--- config.mk ---
export PLATFORM = sky130hd
export DESIGN_NAME = countup_stopwatch
export DESIGN_NICKNAME = d
export VERILOG_FILES = /design/src/rtl/countup_stopwatch_pkg.sv /design/src/rtl/bcd_seg7_decoder.sv /design/src/rtl/countup_stopwatch.sv
export SDC_FILE = /design/constraint.sdc
export NUM_CORES = 1
export LEC_CHECK = 0
export ABC_AREA = 1
export CAP_MARGIN = 40
export CELL_PAD_IN_SITES_DETAIL_PLACEMENT = 2
export CELL_PAD_IN_SITES_GLOBAL_PLACEMENT = 2
export CORE_ASPECT_RATIO = 0.7
export CORE_MARGIN = 2
export CORE_UTILIZATION = 33
export DETAILED_ROUTE_END_ITERATION = 6
export PLACE_DENSITY_LB_ADDON = 0.25
export SYNTH_ARGS = -nofsm -noshare
export SYNTH_HDL_FRONTEND = slang
export SYNTH_SLANG_ARGS = --single-unit
--- constraint.sdc ---
create_clock -name clock -period 3.1 [get_ports clock]
set_input_delay 0.62 -clock clock [delete_from_list [all_inputs] [get_ports clock]]
set_output_delay 0.62 -clock clock [all_outputs]
set_load 0.005 [all_outputs]
--- src/rtl/countup_stopwatch_pkg.sv ---
// rtl/countup_stopwatch_pkg.sv - shared types and constants for the count-up stopwatch
// State encoding, active-low seven-segment patterns {g,f,e,d,c,b,a}, and LIMIT-to-BCD helper.
package countup_stopwatch_pkg;

  typedef enum logic [1:0] {
    IDLE  = 2'd0,
    RUN   = 2'd1,
    PAUSE = 2'd2,
    DONE  = 2'd3
  } state_t;

  localparam logic [6:0] SEG_0     = 7'b1000000;
  localparam logic [6:0] SEG_1     = 7'b1111001;
  localparam logic [6:0] SEG_2     = 7'b0100100;
  localparam logic [6:0] SEG_3     = 7'b0110000;
  localparam logic [6:0] SEG_4     = 7'b0011001;
  localparam logic [6:0] SEG_5     = 7'b0010010;
  localparam logic [6:0] SEG_6     = 7'b0000010;
  localparam logic [6:0] SEG_7     = 7'b1111000;
  localparam logic [6:0] SEG_8     = 7'b0000000;
  localparam logic [6:0] SEG_9     = 7'b0010000;
  localparam logic [6:0] SEG_BLANK = 7'b1111111;

  // Returns {tens, ones}; callers keep value within 0..99.
  function automatic logic [7:0] to_bcd(input int unsigned value);
    logic [3:0] tens;
    logic [3:0] ones;
    tens = 4'(value / 10);
    ones = 4'(value % 10);
    return {tens, ones};
  endfunction

endpackage

--- src/rtl/bcd_seg7_decoder.sv ---
// rtl/bcd_seg7_decoder.sv - 4-bit BCD digit to active-low seven-segment pattern
// Codes above 9 blank the digit.
module bcd_seg7_decoder
  import countup_stopwatch_pkg::*;
(
  input  logic [3:0] i_digit,
  output logic [6:0] o_seg
);

  always_comb begin
    o_seg = SEG_BLANK;
    case (i_digit)
      4'd0: o_seg = SEG_0;
      4'd1: o_seg = SEG_1;
      4'd2: o_seg = SEG_2;
      4'd3: o_seg = SEG_3;
      4'd4: o_seg = SEG_4;
      4'd5: o_seg = SEG_5;
      4'd6: o_seg = SEG_6;
      4'd7: o_seg = SEG_7;
      4'd8: o_seg = SEG_8;
      4'd9: o_seg = SEG_9;
      default: o_seg = SEG_BLANK;
    endcase
  end

endmodule

--- src/rtl/countup_stopwatch.sv ---
// rtl/countup_stopwatch.sv - two-digit BCD count-up stopwatch with start/pause/clear
// Counts one second per CLK_HZ cumulative RUN cycles up to LIMIT, then holds with flag set.
module countup_stopwatch
  import countup_stopwatch_pkg::*;
#(
  parameter int unsigned CLK_HZ = 50_000_000,
  parameter int unsigned LIMIT  = 99
) (
  input  logic       clock,
  input  logic       reset,
  input  logic       start,
  input  logic       pause,
  input  logic       clear,
  output logic [6:0] out1,
  output logic [6:0] out2,
  output logic       flag,
  output logic       running
);

  localparam int unsigned   PW        = $clog2(CLK_HZ);
  localparam logic [PW-1:0] PRESC_MAX = PW'(CLK_HZ - 1);
  localparam logic [PW-1:0] PRESC_ONE = PW'(1);
  localparam logic [7:0]    LIMIT_BCD = to_bcd(LIMIT);

  state_t        r_state;
  logic [PW-1:0] r_presc;
  logic [3:0]    r_ones;
  logic [3:0]    r_tens;
  logic          r_start_q;
  logic          r_pause_q;

  state_t        w_state_next;
  logic [PW-1:0] w_presc_next;
  logic [3:0]    w_ones_next;
  logic [3:0]    w_tens_next;
  logic [3:0]    w_ones_inc;
  logic [3:0]    w_tens_inc;
  logic          w_start_edge;
  logic          w_pause_edge;
  logic          w_tick;

  assign w_start_edge = start & ~r_start_q;
  assign w_pause_edge = pause & ~r_pause_q;
  assign w_tick       = (r_presc == PRESC_MAX);
  assign w_ones_inc   = (r_ones == 4'd9) ? 4'd0 : r_ones + 4'd1;
  assign w_tens_inc   = (r_ones == 4'd9) ? r_tens + 4'd1 : r_tens;

  // Edge registers load 1 in reset so inputs held high across release do not fire.
  always_ff @(posedge clock) begin
    if (!reset) begin
      r_state   <= IDLE;
      r_presc   <= '0;
      r_ones    <= '0;
      r_tens    <= '0;
      r_start_q <= 1'b1;
      r_pause_q <= 1'b1;
    end else begin
      r_state   <= w_state_next;
      r_presc   <= w_presc_next;
      r_ones    <= w_ones_next;
      r_tens    <= w_tens_next;
      r_start_q <= start;
      r_pause_q <= pause;
    end
  end

  always_comb begin
    w_state_next = r_state;
    w_presc_next = r_presc;
    w_ones_next  = r_ones;
    w_tens_next  = r_tens;
    if (clear) begin
      w_state_next = IDLE;
      w_presc_next = '0;
      w_ones_next  = '0;
      w_tens_next  = '0;
    end else begin
      case (r_state)
        IDLE: begin
          w_presc_next = '0;
          w_ones_next  = '0;
          w_tens_next  = '0;
          if (w_start_edge) w_state_next = RUN;
        end
        RUN: begin
          // A pause edge wins over a coincident tick; the prescaler keeps its value.
          if (w_pause_edge) begin
            w_state_next = PAUSE;
          end else if (w_tick) begin
            w_presc_next = '0;
            w_ones_next  = w_ones_inc;
            w_tens_next  = w_tens_inc;
            if ({w_tens_inc, w_ones_inc} == LIMIT_BCD) w_state_next = DONE;
          end else begin
            w_presc_next = r_presc + PRESC_ONE;
          end
        end
        PAUSE: begin
          if (w_pause_edge) w_state_next = RUN;
        end
        DONE: begin
          w_presc_next = '0;
          if (w_start_edge) begin
            w_state_next = RUN;
            w_ones_next  = '0;
            w_tens_next  = '0;
          end
        end
        default: begin
          w_state_next = IDLE;
          w_presc_next = '0;
          w_ones_next  = '0;
          w_tens_next  = '0;
        end
      endcase
    end
  end

  assign running = (r_state == RUN);
  assign flag    = (r_state == DONE);

  bcd_seg7_decoder u_dec_ones (
    .i_digit (r_ones),
    .o_seg   (out1)
  );

  bcd_seg7_decoder u_dec_tens (
    .i_digit (r_tens),
    .o_seg   (out2)
  );

endmodule

==> impl_metrics.json, run 1 <==
{
  "grt-ovfl-total": 0,
  "ys.flop_type": "dfxtp_1",
  "irDropWorstVdd_mv": 0.195,
  "cts.sinks": 52,
  "post_cts_buffers": 0,
  "cts-root-buf": "clkbuf_16",
  "antenna_found_initial": 0,
  "finalClockSkew_ns": 0.00766,
  "area_growth_pct": 15.0,
  "slowest_stage": "clkdlybuf4s50_1",
  "synth_cells": 471,
  "core_area_um2": 9570,
  "placed_cells": 617,
  "dr.first_iter.drc_count": 132,
  "place_congestion": 0.815,
  "dieWidth_um": 122,
  "htreeDepth": 2,
  "cap_violations": 0,
  "ys_types": 36,
  "synth.area.top_cells": "dfxtp_1, nand2_1, inv_1",
  "fin_cells": 624,
  "wire_per_inst_um": 15.6,
  "synth_edf_count": 0,
  "vias": 3037,
  "syn_area_per_cell_um2": 6.82,
  "crit_fanout": 10,
  "synth_nets": 491,
  "required_ns": 3.29,
  "slew_violations": 0,
  "relSlewSlack": 0.542,
  "nFillCells": 1150,
  "worstSetupPathType": "input pin to flop",
  "final_nets": 516,
  "cp_cell_sequence": "clkdlybuf4s50_1 > inv_1 > o21a_1 > nor3_2 > buf_4 > a21oi_1 > nor2_2 > inv_1 > ha_1 > nand4_1 > nand2_1 > nand2_1 > nand2_1",
  "crit_family": "buffers and inverters",
  "hold_depth": 2,
  "first_global_vias": 3147,
  "synth-seq-cells": 52,
  "synth_top_area_share": 0.324,
  "grt_usage": 0.194,
  "dr.pass1.iters": 4,
  "power_density_nw_per_um2": 384,
  "synth_warnings": 0,
  "diodes": 0,
  "fin_crit_sh": 0.797,
  "hold_viol": 0,
  "rsz0062_at_grt": "no",
  "netlist_area_um2": 3210,
  "clk_pin_slew_ns": 0.07,
  "async_reset_ff_frac": 0,
  "ys_seq_area_frac": 0.324,
  "cp_data_arrival_time_ns": 2.66,
  "cts_tree": "built",
  "crit_top_cell": "nand2_1",
  "drive_gt1_frac": 0.109,
  "dp_hpwl_um": 7780,
  "initial_core_util": 0.336,
  "clock_path_buffers": 2,
  "cp.depth": 13,
  "finalSetupViolations": 0,
  "status": "finished, final reports clean",
  "max_clock_freq_mhz": 405,
  "die_h_um": 86.6,
  "synth_top_area_cell": "dfxtp_1",
  "port_buffers": 20,
  "cts-resized-gates": 0,
  "min_period_ns": 2.47,
  "final_antenna_net_count": 0,
  "cp-end-kind": "flop",
  "finalWirelength_um": 9720,
  "num_rows": 30,
  "min_path_type": "flop to flop",
  "grt_start_max_net_pins": 17,
  "dieArea_um2": 10600,
  "cts_buffers": 5,
  "remaining_drc_errors": 0,
  "tightest_slew_ns": 0.685,
  "clk_latency_ns": 0.29,
  "ios": 21,
  "hold_buffers": 0,
  "start_kind": "input pin",
  "power.leakage_uw": 0.00160,
  "slowest_delay_ns": 0.45,
  "grt_pass1_wl_um": 15900,
  "vias_per_cell": 4.87,
  "r2r_cells": 14,
  "setup-tns-final_ns": 0,
  "cp_num_buf_inv": 4
}
cells by family after synthesis:
logic type | synth area share
flip-flops | 0.324
XOR/XNOR | 0.0272
adder cells (fa/ha/maj) | 0.0584
AND/OR/NAND/NOR | 0.424
buffers and inverters | 0.104
AO/OA/AOI/OAI | 0.0631
worst paths after layout:
kind / slack (ns) / to / from
setup / recovery: 0.63 / u_dec_tens.o_seg[3] / start
hold / removal: 0.50 / r_presc[1] / r_presc[1]
setup reg to reg: 0.67 / u_dec_tens.o_seg[3] / r_state[1]
hold reg to reg: 0.50 / r_presc[1] / r_presc[1]
per-stage QoR:
stage,total power [uW],worst slack (ns),hold WS [ns],instance area [um^2],utilization
after global routing,1480,0.446,0.535,3700,0.386
after detailed placement,885,0.324,0.500,3560,0.372
after global placement,873,0.375,0.474,3550,0.371
after CTS,1440,0.634,0.512,3700,0.386
after floorplan,818,0.838,0.447,3210,-
final,1420,0.630,0.504,3700,0.386
final cells by class:
class	count	area [um^2]	area share
Sequential cell	52	1040	0.282
Tap cell	128	160	0.0433
Multi-Input combinational cell	341	1840	0.498
Inverter	70	268	0.0724
Clock buffer	6	129	0.0349
Timing Repair Buffer	26	253	0.0684
Clock inverter	1	5.00	0.00135
layer usage:
metal	track usage	wire length (um)	part of all wire	up-vias
li1	-	-	-	1534
met4	0.0313	45	0.0046	0
met3	0.0336	262	0.027	4
met5	0	0	0	-
met1	0.283	5170	0.53	1471
met2	0.303	4240	0.44	28
power by group:
| group | total [uW] | leakage [uW] | internal [uW] | switching (uW) |
|---|---|---|---|---|
| Sequential | 692 | 0.000420 | 683 | 8.73 |
| Clock | 551 | 0.0000667 | 295 | 256 |
| Combinational | 176 | 0.00112 | 66.2 | 110 |
state kept, by name, indices dropped and copies added (netlist names):
name / count
r_pause_q: 1
r_tens: 4
u_dec_tens.o_seg: 7
u_dec_ones.o_seg: 7
r_state: 2
r_start_q: 1
r_ones: 4
r_presc: 26
cells in the mapped netlist (4+ instances only):
| cell type | n |
|---|---|
| a21oi_1 | 19 |
| dfxtp_1 | 52 |
| ha_1 | 15 |
| inv_1 | 66 |
| nand2_1 | 121 |
| nand2_2 | 8 |
| nand2_4 | 7 |
| nand3_1 | 44 |
| nand4_1 | 13 |
| nor2_1 | 55 |
| nor2_2 | 5 |
| nor3_1 | 9 |
| nor3b_1 | 4 |
| o21ai_0 | 5 |
| xor2_1 | 7 |
worst reg2reg max path, delay by kind of cell (launching register included):
family / cells / cell delay, ns
AOI/OAI and AO/OA: 1 / 0.12
adders and majority gates: 2 / 0.58
buffers and inverters: 4 / 0.49
DFF: 1 / 0.40
and+or+nand+nor: 7 / 0.74
cell usage in the layout, fill, tap and decap left out, types with 2 or more instances in the layout:
master | synthesis | layout
or2_2 | 3 | 3
clkbuf_16 | 0 | 5
ha_1 | 15 | 15
a211oi_1 | 3 | 3
nand2_2 | 8 | 8
nor3b_1 | 4 | 4
nor2_1 | 55 | 54
buf_4 | 3 | 5
nand3b_1 | 2 | 2
a21oi_1 | 19 | 19
nor2_2 | 5 | 6
inv_2 | 3 | 3
clkdlybuf4s50_1 | 0 | 20
dfxtp_1 | 52 | 52
nand4_1 | 13 | 13
o21ai_1 | 2 | 2
nand2_1 | 121 | 121
nor3_1 | 9 | 9
o21ai_2 | 3 | 3
nand2_4 | 7 | 7
o21ai_0 | 5 | 5
nand3_2 | 3 | 3
nor3_2 | 3 | 3
xnor2_1 | 3 | 3
inv_1 | 66 | 66
nand3_4 | 3 | 3
xor2_1 | 7 | 7
nand3_1 | 44 | 44
No activity file was read; power rests on OpenSTA's default activity.
==> run 2, diff against run 1 <==
--- a/config.mk
+++ b/config.mk
@@ -11,7 +11,7 @@
 export CELL_PAD_IN_SITES_GLOBAL_PLACEMENT = 2
 export CORE_ASPECT_RATIO = 0.7
 export CORE_MARGIN = 2
-export CORE_UTILIZATION = 33
+export CORE_UTILIZATION = 30
 export DETAILED_ROUTE_END_ITERATION = 6
 export PLACE_DENSITY_LB_ADDON = 0.25
 export SYNTH_ARGS = -nofsm -noshare
==> constraint.sdc (replaced) <==
create_clock -name clock -period 2.05 [get_ports clock]
set_input_delay 0.41 -clock clock [delete_from_list [all_inputs] [get_ports clock]]
set_output_delay 0.41 -clock clock [all_outputs]
set_load 0.005 [all_outputs]
==> run 2 against run 1 <==
The run now ends with negative setup slack left; count of clock-buffer cells in the layout fell by 1; final area rose by 47%; first-iteration DRC count rose by 80%; hold slack got worse by 0.0059 ns; critical endpoint is now u_dec_tens.o_seg[5].
==> impl_metrics.json, run 2 (synthesis gave the netlist of run 1 again) <==
{
  "grt-ovfl-total": 0,
  "pwr-share-seq": 0.354,
  "dr.pass1.iters": 5,
  "cp_data_arrival_time_ns": 2.63,
  "core_area_um2": 10400,
  "hold_buffers": 0,
  "hp-start": "r_presc[25]",
  "rsz0062_at_grt": "yes",
  "finalWirelength_um": 21900,
  "finalSetupViolations": 42,
  "fin_crit_sh": 1.18,
  "port_buffers": 20,
  "grt_usage": 0.307,
  "grt_pass1_wl_um": 26500,
  "dieWidth_um": 128,
  "r2r_cells": 16,
  "worstSetupPathType": "flop to flop",
  "cts-root-buf": "clkbuf_16",
  "placed_area_um2": 4130,
  "place_worst_setup_slack_ns": -0.443,
  "tightest_slew_ns": 0.575,
  "placed_cells": 690,
  "final_core_util": 0.525,
  "dp_hpwl_um": 9750,
  "antenna_found_initial": 0,
  "cts_tree": "built",
  "r2r-start": "r_presc[24]",
  "start_kind": "flop",
  "ios": 21,
  "min_path_type": "flop to flop",
  "dieArea_um2": 11600,
  "grt_most_used_layer": "met2",
  "grt_start_max_net_pins": 17,
  "power.switching_uw": 860,
  "r2r_slack_ns": -0.37,
  "setup-tns-final_ns": -5.72,
  "required_ns": 2.26,
  "dr.first_iter.drc_count": 238,
  "num_rows": 31,
  "first_global_vias": 4264,
  "crit_fanout": 5,
  "finish.instance_area_um2": 5450,
  "max_clock_freq_mhz": 413,
  "violations": "negative setup slack",
  "final_cell_mix": "nand2_1, buf_4, inv_1, nor2_1, dfxtp_1",
  "cts.sinks": 52,
  "die_h_um": 90.6,
  "final_common_cell": "nand2_1",
  "initial_core_util": 0.309,
  "wire_per_inst_um": 29.8,
  "area_growth_pct": 69.6,
  "irDropWorstVdd_mv": 0.820,
  "clk_pin_slew_ns": 0.08,
  "fin_ws_ns": -0.370,
  "p_clk_frac": 0.440,
  "largest_reg_flops": 26,
  "cap_violations": 0,
  "vias": 4072,
  "clock_path_buffers": 2,
  "critPathLaunch": "r_presc[24]",
  "slew_violations": 0,
  "final_antenna_net_count": 0,
  "power_density_nw_per_um2": 544,
  "htreeDepth": 2,
  "min_period_ns": 2.42,
  "top_register": "r_presc",
  "intPower_uw": 2110,
  "diodes": 0,
  "hold_viol": 0,
  "remaining_drc_errors": 0,
  "finalClockSkew_ns": 0.00958,
  "grt_use_met3": 0.0598,
  "power_frac_comb": 0.206,
  "status": "complete, but fails checks",
  "clk_latency_ns": 0.32,
  "cts_buffers": 5,
  "p_sw_frac": 0.290,
  "fin_cells": 735,
  "place_congestion": 0.856,
  "cp-end-kind": "flop",
  "hold_depth": 2,
  "r2r-end": "u_dec_tens.o_seg[5]",
  "grtUsageMet1": 0.376,
  "power.leakage_uw": 0.00236,
  "holdPathEnd": "r_presc[25]",
  "vias_per_cell": 5.54,
  "relSlewSlack": 0.615,
  "grt_util_met2": 0.539,
  "final_nets": 622,
  "drive_gt1_frac": 0.439
}
==> run 2: changes by cell type in the layout (fill, tap and decap cells not counted), moves of 13 or more <==
| cell | change |
|---|---|
| ha_1 | -13 |
| buf_4 | +84 |
| nand2_1 | -27 |
| inv_1 | -15 |
| buf_6 | +15 |
| nand3_1 | -16 |
==> run 2: final cells by class <==
cell class | instances | area (um^2)
clock inverter | 3 | 90.1
timing repair buffer | 130 | 1150
clock buffer | 5 | 125
sequential | 52 | 1060
fill | 1136 | 4940
multi-input combinational | 343 | 2570
tap | 132 | 165
inverter | 70 | 285
==> run 2: how the worst max path moves through the flow <==
stage / end / slack, ns / cells after the start
4_1_cts: u_dec_tens.o_seg[3] / -0.003 / 15
5_1_grt: u_dec_tens.o_seg[5] / -0.42 / 16
2_1_floorplan: u_dec_tens.o_seg[3] / 0.007 / 14
3_5_place_dp: u_dec_ones.o_seg[3] / -0.44 / 13
6_report: u_dec_tens.o_seg[5] / -0.37 / 16
3_3_place_gp: u_dec_tens.o_seg[3] / -0.36 / 12
==> run 2: power by group through the flow <==
stage / sequential, uW / clock (uW) / combinational [uW]
finish: 1050 / 1310 / 612
global placement: 1070 / 0 / 325
CTS: 1050 / 1270 / 427
detailed placement: 1070 / 0 / 346
global route: 1050 / 1350 / 631
floorplan: 1070 / 0 / 171
==> run 2: what timing repair did <==
action | 4_1_cts | 5_1_grt
endpoints found under the setup margin | 16 | 29
resized for setup | 60 | 138
cloned | 2 | 1
pin swaps | 24 | 46
buffers inserted | 14 | 21
==> run 2: per-stage QoR <==
stage	hold slack (ns)	total power, uW
2_1_floorplan	0.447	1240
3_3_place_gp	0.486	1390
3_5_place_dp	0.498	1410
4_1_cts	0.501	2740
5_1_grt	0.524	3040
6_report	0.498	2970
==> run 2: critical path, stage by stage (launching register included) <==
cell	delay (ns)
dfxtp_1	0.43
inv_2	0.09
nand2_2	0.10
nor2_4	0.05
nand2_1	0.12
nor2_2	0.08
nand2_4	0.15
nand2_8	0.10
buf_12	0.14
a21oi_4	0.23
nor2_4	0.07
buf_6	0.14
ha_4	0.15
inv_2	0.04
nand4_1	0.14
nand3_1	0.17
nand2_1	0.10
==> run 2: layer usage <==
metal / wire [um] / share of wire
met1: 9130 / 0.42
met2: 10400 / 0.47
met3: 1320 / 0.060
met4: 1130 / 0.051
met5: 0 / 0
